==> src/rtl/leaf_feeder_pkg.sv <==
// Shared sorter definitions: default record width, terminator record
// value and the feeder state encoding.
package leaf_feeder_pkg;

  localparam int DEFAULT_DATA_WIDTH = 32;

  // Terminator record appended after every leaf sequence.
  localparam logic [DEFAULT_DATA_WIDTH-1:0] TERM_RECORD = '0;

  typedef enum logic [2:0] {
    ST_IDLE = 3'd0,
    ST_FILL = 3'd1,
    ST_EMIT = 3'd2,
    ST_TERM = 3'd3,
    ST_DONE = 3'd4
  } state_t;

endpackage

==> src/rtl/leaf_feeder.sv <==
// Leaf feeder: takes P-record beats and distributes them one record per
// cycle into LEAF_CNT leaf FIFOs. Each leaf receives LEN_SEQ records
// followed by TERM_CNT zero terminators.
//
// Handshake: a beat on i_data is taken on the rising edge where
// i_valid & o_ready are both high; o_ready is high only in FILL and does
// not depend on i_valid. The leaf write strobe is gated combinationally by
// that leaf's full flag, so a write never lands on a full FIFO and a
// stalled record is simply re-presented.
module leaf_feeder
  import leaf_feeder_pkg::*;
#(
  parameter int P          = 16,
  parameter int DATA_WIDTH = DEFAULT_DATA_WIDTH,
  parameter int LEAF_CNT   = 256,
  parameter int LEN_SEQ    = 16,
  parameter int TERM_CNT   = 1
) (
  input  logic                    i_clk,
  input  logic                    i_rst,
  input  logic                    i_start,
  input  logic [P*DATA_WIDTH-1:0] i_data,
  input  logic                    i_valid,
  output logic                    o_ready,
  input  logic [LEAF_CNT-1:0]     i_fifo_full,
  output logic [LEAF_CNT-1:0]     o_fifo_write,
  output logic [DATA_WIDTH-1:0]   o_item,
  output logic                    o_busy,
  output logic                    o_done,
  output logic [2:0]              o_state
);

  localparam int REC_W  = (P > 1) ? $clog2(P) : 1;
  localparam int LEAF_W = (LEAF_CNT > 1) ? $clog2(LEAF_CNT) : 1;
  localparam int SEQ_W  = $clog2(LEN_SEQ + 1);
  localparam int TERM_W = (TERM_CNT > 1) ? $clog2(TERM_CNT) : 1;

  localparam logic [REC_W-1:0]  REC_LAST  = REC_W'(P - 1);
  localparam logic [SEQ_W-1:0]  SEQ_STEP  = SEQ_W'(P);
  localparam logic [SEQ_W-1:0]  SEQ_FULL  = SEQ_W'(LEN_SEQ);
  localparam logic [TERM_W-1:0] TERM_LAST = TERM_W'(TERM_CNT - 1);
  localparam logic [LEAF_W-1:0] LEAF_LAST = LEAF_W'(LEAF_CNT - 1);

  if ((LEN_SEQ % P) != 0 || LEN_SEQ < P) begin : g_bad_len_seq
    $error("leaf_feeder: LEN_SEQ must be a non-zero multiple of P");
  end
  if (TERM_CNT < 1) begin : g_bad_term_cnt
    $error("leaf_feeder: TERM_CNT must be at least 1");
  end

  state_t                  state, state_next;
  logic [P*DATA_WIDTH-1:0] beat_buf;
  logic [REC_W-1:0]        rec_idx;
  logic [SEQ_W-1:0]        seq_cnt;
  logic [TERM_W-1:0]       term_cnt;
  logic [LEAF_W-1:0]       leaf_idx;
  logic                    wr;
  logic [SEQ_W-1:0]        seq_next;

  assign o_state  = state;
  assign seq_next = seq_cnt + SEQ_STEP;

  // A record leaves only while emitting and the current leaf has room.
  always_comb begin
    wr = 1'b0;
    if ((state == ST_EMIT || state == ST_TERM) && !i_rst)
      wr = ~i_fifo_full[leaf_idx];
  end

  // State register.
  always_ff @(posedge i_clk) begin
    if (i_rst) state <= ST_IDLE;
    else       state <= state_next;
  end

  // Next-state and output decode; reset forces every output low.
  always_comb begin
    state_next   = state;
    o_ready      = 1'b0;
    o_fifo_write = '0;
    o_item       = '0;
    o_busy       = (state != ST_IDLE);
    o_done       = 1'b0;
    case (state)
      ST_IDLE: if (i_start) state_next = ST_FILL;
      ST_FILL: begin
        o_ready = 1'b1;
        if (i_valid) state_next = ST_EMIT;
      end
      ST_EMIT: begin
        if (wr) begin
          o_fifo_write[leaf_idx] = 1'b1;
          o_item = beat_buf[rec_idx*DATA_WIDTH +: DATA_WIDTH];
          if (rec_idx == REC_LAST)
            state_next = (seq_next == SEQ_FULL) ? ST_TERM : ST_FILL;
        end
      end
      ST_TERM: begin
        if (wr) begin
          o_fifo_write[leaf_idx] = 1'b1;
          o_item = DATA_WIDTH'(TERM_RECORD);
          if (term_cnt == TERM_LAST)
            state_next = (leaf_idx == LEAF_LAST) ? ST_DONE : ST_FILL;
        end
      end
      ST_DONE: begin
        o_done     = 1'b1;
        state_next = ST_IDLE;
      end
      default: state_next = ST_IDLE;
    endcase
    if (i_rst) begin
      o_ready      = 1'b0;
      o_fifo_write = '0;
      o_item       = '0;
      o_busy       = 1'b0;
      o_done       = 1'b0;
    end
  end

  // Beat buffer and position counters.
  always_ff @(posedge i_clk) begin
    if (i_rst) begin
      beat_buf <= '0;
      rec_idx  <= '0;
      seq_cnt  <= '0;
      term_cnt <= '0;
      leaf_idx <= '0;
    end else begin
      case (state)
        ST_IDLE: begin
          if (i_start) begin
            rec_idx  <= '0;
            seq_cnt  <= '0;
            term_cnt <= '0;
            leaf_idx <= '0;
          end
        end
        ST_FILL: if (i_valid) beat_buf <= i_data;
        ST_EMIT: begin
          if (wr) begin
            if (rec_idx == REC_LAST) begin
              rec_idx <= '0;
              seq_cnt <= seq_next;
            end else begin
              rec_idx <= rec_idx + 1'b1;
            end
          end
        end
        ST_TERM: begin
          if (wr) begin
            if (term_cnt == TERM_LAST) begin
              term_cnt <= '0;
              seq_cnt  <= '0;
              if (leaf_idx != LEAF_LAST) leaf_idx <= leaf_idx + 1'b1;
            end else begin
              term_cnt <= term_cnt + 1'b1;
            end
          end
        end
        default: ;
      endcase
    end
  end

endmodule

==> config.mk <==
export PLATFORM = sky130hd
export DESIGN_NAME = leaf_feeder
export DESIGN_NICKNAME = d
export VERILOG_FILES = /design/src/rtl/leaf_feeder_pkg.sv /design/src/rtl/leaf_feeder.sv
export SDC_FILE = /design/constraint.sdc
export NUM_CORES = 1
export LEC_CHECK = 0
export CAP_MARGIN = 20
export CELL_PAD_IN_SITES_DETAIL_PLACEMENT = 1
export CELL_PAD_IN_SITES_GLOBAL_PLACEMENT = 1
export CORE_AREA = 2 2 421 423
export CTS_BUF_LIST = sky130_fd_sc_hd__clkbuf_2
export DETAILED_ROUTE_END_ITERATION = 12
export DIE_AREA = 0 0 423 425
export PLACE_DENSITY = 0.48
export SYNTH_ARGS = -nofsm -noshare
export SYNTH_HDL_FRONTEND = slang
export SYNTH_SLANG_ARGS = --single-unit
==> constraint.sdc <==
create_clock -name i_clk -period 8.95 [get_ports i_clk]
set_input_delay 0.895 -clock i_clk [delete_from_list [all_inputs] [get_ports i_clk]]
set_output_delay 0.895 -clock i_clk [all_outputs]
set_load 0.01 [all_outputs]
==> impl_metrics.ini, run 1 <==
[outcome]
status = completed

[clocking]
cts.sinks = 528
clkTransAtPathRegs_ps = 110
postCtsSetupBuffers = 0
clock_latency_ps = 1600
postCtsResizedCells = 0
clk_path_buf_depth = 3
cts_root_buf = clkbuf_2
cts_made_buffers = 162
cts_tree = built
h-tree-depth = 4

[pwr]
swShare = 0.311
ir_drop_mv = 0.115
p_sw_w = 0.00171
p_seq_frac = 0.457
p_int_w = 0.00378
p_leak_nw = 15.0
p_clk_frac = 0.357
pwr_density_cell_nw_per_um2 = 121
finalPower_w = 0.00549
combPwrFrac = 0.186

[cells_and_area]
area_delta_synth_final_pct = 75.2
design_area_um2 = 45400
regArea_um2 = 10600
nFillCells = 20700
drive_gt1_frac = 0.113
fin_nets = 5379
final_cell_count_no_fill = 7101
multi_input_area_um2 = 14100

[placement]
dpl_worst_slack_ps = 2140
dpl-instance-area_um2 = 38700
finalWeightedCongestion = 0.855
dp.cells = 6263
portBuffers = 1065
post-dp-hpwl_um = 127000

[critical_path]
required_ps = 8060
r2r_start = leaf_idx[3]
critPathKind = reg -> out
rrSetupSlack_ps = 4070
cpMaxStageDelayCell = nand3_1
worstPathCellList = buf_4 -> mux4_2 -> mux4_2 -> a2bb2oi_1 -> a211oi_1 -> a311o_1 -> and3_1 -> nand3_1 -> nor2_1 -> clkdlybuf4s50_1
start_kind = flop
path_common_cell = mux4_2
worst_path_dominant_cell_family = simple AND/OR/NAND/NOR gates
cp-end-kind = output pin
slowest_delay_ps = 900
critPathMaxFanout = 28
r2r-end = o_state[2]
path_buf_inv = 2
ff2ff_path_depth = 10
cp.arrival_ps = 7430

[synth]
netlist.top_cell.by_area = dfxtp_1
synth.area.top_cells = dfxtp_1 (41%), mux4_2 (19%), nand2_1 (15%)
synth_top_area_frac = 0.408
avgSynthCellArea_um2 = 8.36
synthCells = 3097
synth_edf_count = 0
ys_types = 54
synthesis.area_um2 = 25900
ys_async_sr_fraction = 0
ys_seq_area_frac = 0.408
synth_seq_cells = 528
synthFlopType = dfxtp_1
yosysMostFrequentCell = nand2_1
syn_nets = 3874
yosysWarnings = 0
synth_common_cells = nand2_1 (1058), dfxtp_1 (528), a21oi_1 (525)

[floorplanning]
pin_count = 1066
start_util = 0.148
die_y_um = 425
die_w_um = 423
die_area_um2 = 180000
core_area_um2 = 175000
rows = 154

[timing]
min_period_ps = 8330
finalSetupViolCount = 0
tightest_slew_ps = 1180
slew_headroom = 0.215
skew_ps = 87.1
holdWs_ps = 357
max_freq_mhz = 120
fin_crit_sh = 0.931
setup_slack_ps = 621
drv_slew = 0
hold_violations = 0

[global_route]
grt_usage = 0.180
grt_antenna_before_repair = 73
grt_pass1_wl_um = 232000
grt_pass1_vias = 31100
grt_max_degree = 179
grt_overflow = 0

[flow_run]
maxCapViolations = 0

[route]
ant_nets = 0
drt_iter0_drc = 1124
wl_per_cell_um = 23.5
num_vias = 29300
post_drt_via_cell_ratio = 4.12
first_pass_iters = 5
remaining_drc_errors = 0
totalWireLength_um = 167000

[min_path]
min_path_cells = 3
holdPathEnd = beat_buf[408]
min_from = i_rst
hold_class = in -> reg
-- cells in the final DEF (no fill, tap or decap), types with 3 or more instances in the layout --
cell and instances:
and2_1 37, clkinv_2 4, a31oi_1 5, a211oi_1 3
buf_12 5, o21ai_0 5, nand4_1 10, clkinv_4 3
mux4_2 216, nor3_1 8, dfxtp_1 520, a21oi_1 525
clkdlybuf4s50_1 1064, and3_1 3, diode_2 45, clkbuf_2 234
inv_1 12, dfxtp_4 4, nand3_1 25, clkinvlp_4 4
nor2_1 279, nand3_4 7, o211ai_1 3, inv_6 4
dlygate4sd3_1 515, nand2_1 1057, a221oi_1 5, nor2b_1 5
dfxtp_2 4, ha_1 5, clkinv_1 27, a22oi_1 9
mux2i_1 40, buf_4 34
-- registers in the layout, indices dropped and copies added, names as in the netlist --
register and flops:
beat_buf 512, rec_idx 4, seq_cnt 1, o_state 3, leaf_idx 8
-- metal layers --
layer,part of all wire,wire length [um],vias up,track usage
li1,-,-,13600,-
met2,0.55,91700,928,0.346
met1,0.36,60300,14400,0.184
met4,0.042,6940,16,0.0803
met3,0.048,8080,298,0.0384
met5,0.00059,99,-,0
-- cell type report --
class | instances | share of cell area
Antenna cell | 45 | 0.00248
Clock buffer | 234 | 0.0258
Clock inverter | 44 | 0.00543
Inverter | 13 | 0.00108
Multi-Input combinational cell | 2278 | 0.311
Sequential cell | 528 | 0.233
Tap cell | 2340 | 0.0645
Timing Repair Buffer | 1619 | 0.357
-- kinds of logic (layout without fill, tap and decap cells) --
kind of cell	Yosys count	in the layout	share of synthesized area
simple gates	1447	1447	0.223
fa+ha+maj	5	5	0.00242
other cells	0	45	0
compound gates	570	570	0.115
mux	256	256	0.203
flops	528	528	0.408
buf+inv	291	1910	0.0483
-- worst max path at each step --
stage / cells past startpoint / startpoint / end / slack [ps]
final: 10 / leaf_idx[3] / o_fifo_write[6] / 620
after global routing: 10 / leaf_idx[3] / o_fifo_write[151] / -110
after CTS: 10 / leaf_idx[3] / o_fifo_write[6] / 260
after detailed placement: 10 / i_fifo_full[126] / o_fifo_write[6] / 2140
after global placement: 10 / i_fifo_full[126] / o_fifo_write[214] / 2250
after floorplan: 11 / i_fifo_full[124] / o_fifo_write[104] / 4850
-- stage by stage --
stage | setup TNS [ps] | utilization
final | 0 | 0.259
after global routing | -1500 | 0.259
after CTS | 0 | 0.258
after detailed placement | 0 | 0.221
after global placement | 0 | 0.221
after floorplan | 0 | -
-- power groups by stage --
stage | Clock (W) | Sequential, W | Combinational [W]
CTS | 0.00210 | 0.00251 | 0.00104
global placement | 0 | 0.00256 | 0.000824
finish | 0.00196 | 0.00251 | 0.00102
floorplan | 0 | 0.00254 | 0.000311
global route | 0.00223 | 0.00252 | 0.00110
detailed placement | 0 | 0.00256 | 0.000829
-- worst min-delay path, stage by stage --
cell	delay [ps]
dlygate4sd3_1	570
buf_8	250
a21oi_1	180
-- repair_timing --
action,in CTS,in global routing
hold buffers,515,0
endpoints found under the setup margin,0,0
hold endpoints to repair,517,0
No activity file was read; power rests on OpenSTA's default activity.
==> inputs of run 2 (changes only) <==
- CORE_AREA: 2 2 421 423 -> 2 2 411 413
- DIE_AREA: 0 0 423 425 -> 0 0 413 415
- PLACE_DENSITY: 0.48 -> 0.49
- clock period: 8.95 -> 9.7 ns (I/O delays scaled with it)
==> impl_metrics.ini, run 2 (synthesized netlist as in run 1, its figures left out) <==
[cells_and_area]
regArea_um2 = 10600
layout_commonest_cell = clkdlybuf4s50_1
area_delta_synth_final_pct = 74.1
nFillCells = 19700
largest_reg_flops = 512
drive_gt1_frac = 0.111
multi_input_area_um2 = 14100
fin_nets = 5374
final_util = 0.271
design_area_um2 = 45100
top_register = beat_buf
final_cell_count_no_fill = 6944
reg_top3 = beat_buf (512), leaf_idx (8), rec_idx (4)
mostFrequentLayoutCells = clkdlybuf4s50_1 (1064), nand2_1 (1057), a21oi_1 (525)

[timing]
holdWs_ps = 455
fin_tns_setup_ps = 0
hold_violations = 0
max_freq_mhz = 117
finalSetupViolCount = 0
min_period_ps = 8560
fin_crit_sh = 0.883
slew_headroom = 0.234
rsz0062_at_grt = false
skew_ps = 120
drv_slew = 0
tightest_slew_ps = 1150

[critical_path]
critPathMaxFanout = 34
required_ps = 8730
cp-end-kind = output pin
cp.arrival_ps = 7590
ff2ff_path_depth = 9
critPathKind = reg -> out
start_kind = flop

[floorplanning]
die_w_um = 413
core_area_um2 = 167000
die_y_um = 415
pin_count = 1066
rows = 150
die_area_um2 = 171000
start_util = 0.155

[min_path]
hold_class = reg -> reg
min_path_cells = 2

[route]
drt_iter0_drc = 1281
remaining_drc_errors = 0
totalWireLength_um = 169000
first_pass_iters = 5
ant_nets = 0
post_drt_via_cell_ratio = 4.19
wl_per_cell_um = 24.3
num_vias = 29100

[flow_run]
maxCapViolations = 0

[clocking]
clkTransAtPathRegs_ps = 100
postCtsResizedCells = 0
ctsHoldBuffers = 515
postCtsSetupBuffers = 0
cts_tree = built
cts_root_buf = clkbuf_2
h-tree-depth = 4
clock_latency_ps = 1450
cts_made_buffers = 164
clk_path_buf_depth = 3
cts.sinks = 528

[placement]
dpl-instance-area_um2 = 38500
portBuffers = 1065
post-dp-hpwl_um = 128000
dp.cells = 6120
finalWeightedCongestion = 0.830

[global_route]
grt_usage = 0.190
grt_pass1_vias = 30900
grt_overflow = 0
grt_max_degree = 192
grt_antenna_before_repair = 76
grt_pass1_wl_um = 233000

[pwr]
p_leak_nw = 15.0
ir_drop_mv = 0.0815
pwr_density_cell_nw_per_um2 = 111

[outcome]
status = completed
## run 2: power by group
group	leakage, nW	total (W)	switching [W]	internal, W
logic	9.62	0.000945	0.000402	0.000543
clock network	1.07	0.00176	0.00111	0.000655
registers	4.29	0.00231	0.0000525	0.00226
total	15.0	0.00502	0.00156	0.00346
## run 2: metal layers
layer	wire length (um)	GRT usage
met5	260	0
met3	10500	0.0485
met1	65500	0.212
met2	87700	0.348
met4	4810	0.0624
## run 2: final timing paths
check	from	to	slack (ps)
worst min-delay path	beat_buf[290]	beat_buf[290]	450
worst max register to register	leaf_idx[1]	o_state[2]	5010
worst max-delay path	leaf_idx[1]	o_fifo_write[98]	1140
worst min register to register	beat_buf[290]	beat_buf[290]	450
## run 2: stage by stage
step	worst slack, ps	total power, W
final	1140	0.00502
after global routing	672	0.00535
after detailed placement	2360	0.00313
after global placement	2330	0.00312
after floorplan	5450	0.00263
after CTS	692	0.00517
## run 2: critical path: stages, from the launching register on
cell,delay (ps)
dfxtp_4,750
buf_4,570
mux4_2,590
mux4_2,470
mux2i_1,220
a311o_1,410
and3_1,700
nand3_1,930
nor2_1,680
clkdlybuf4s50_1,780
## run 2: final cells by class
| type | instances | area share |
|---|---|---|
| antenna | 35 | 0.00194 |
| timing repair buffer | 1612 | 0.358 |
| clock buffer | 231 | 0.0256 |
| clock inverter | 43 | 0.00522 |
| tap | 2204 | 0.0612 |
| sequential | 528 | 0.235 |
| multi-input combinational | 2278 | 0.312 |
| inverter | 13 | 0.00108 |
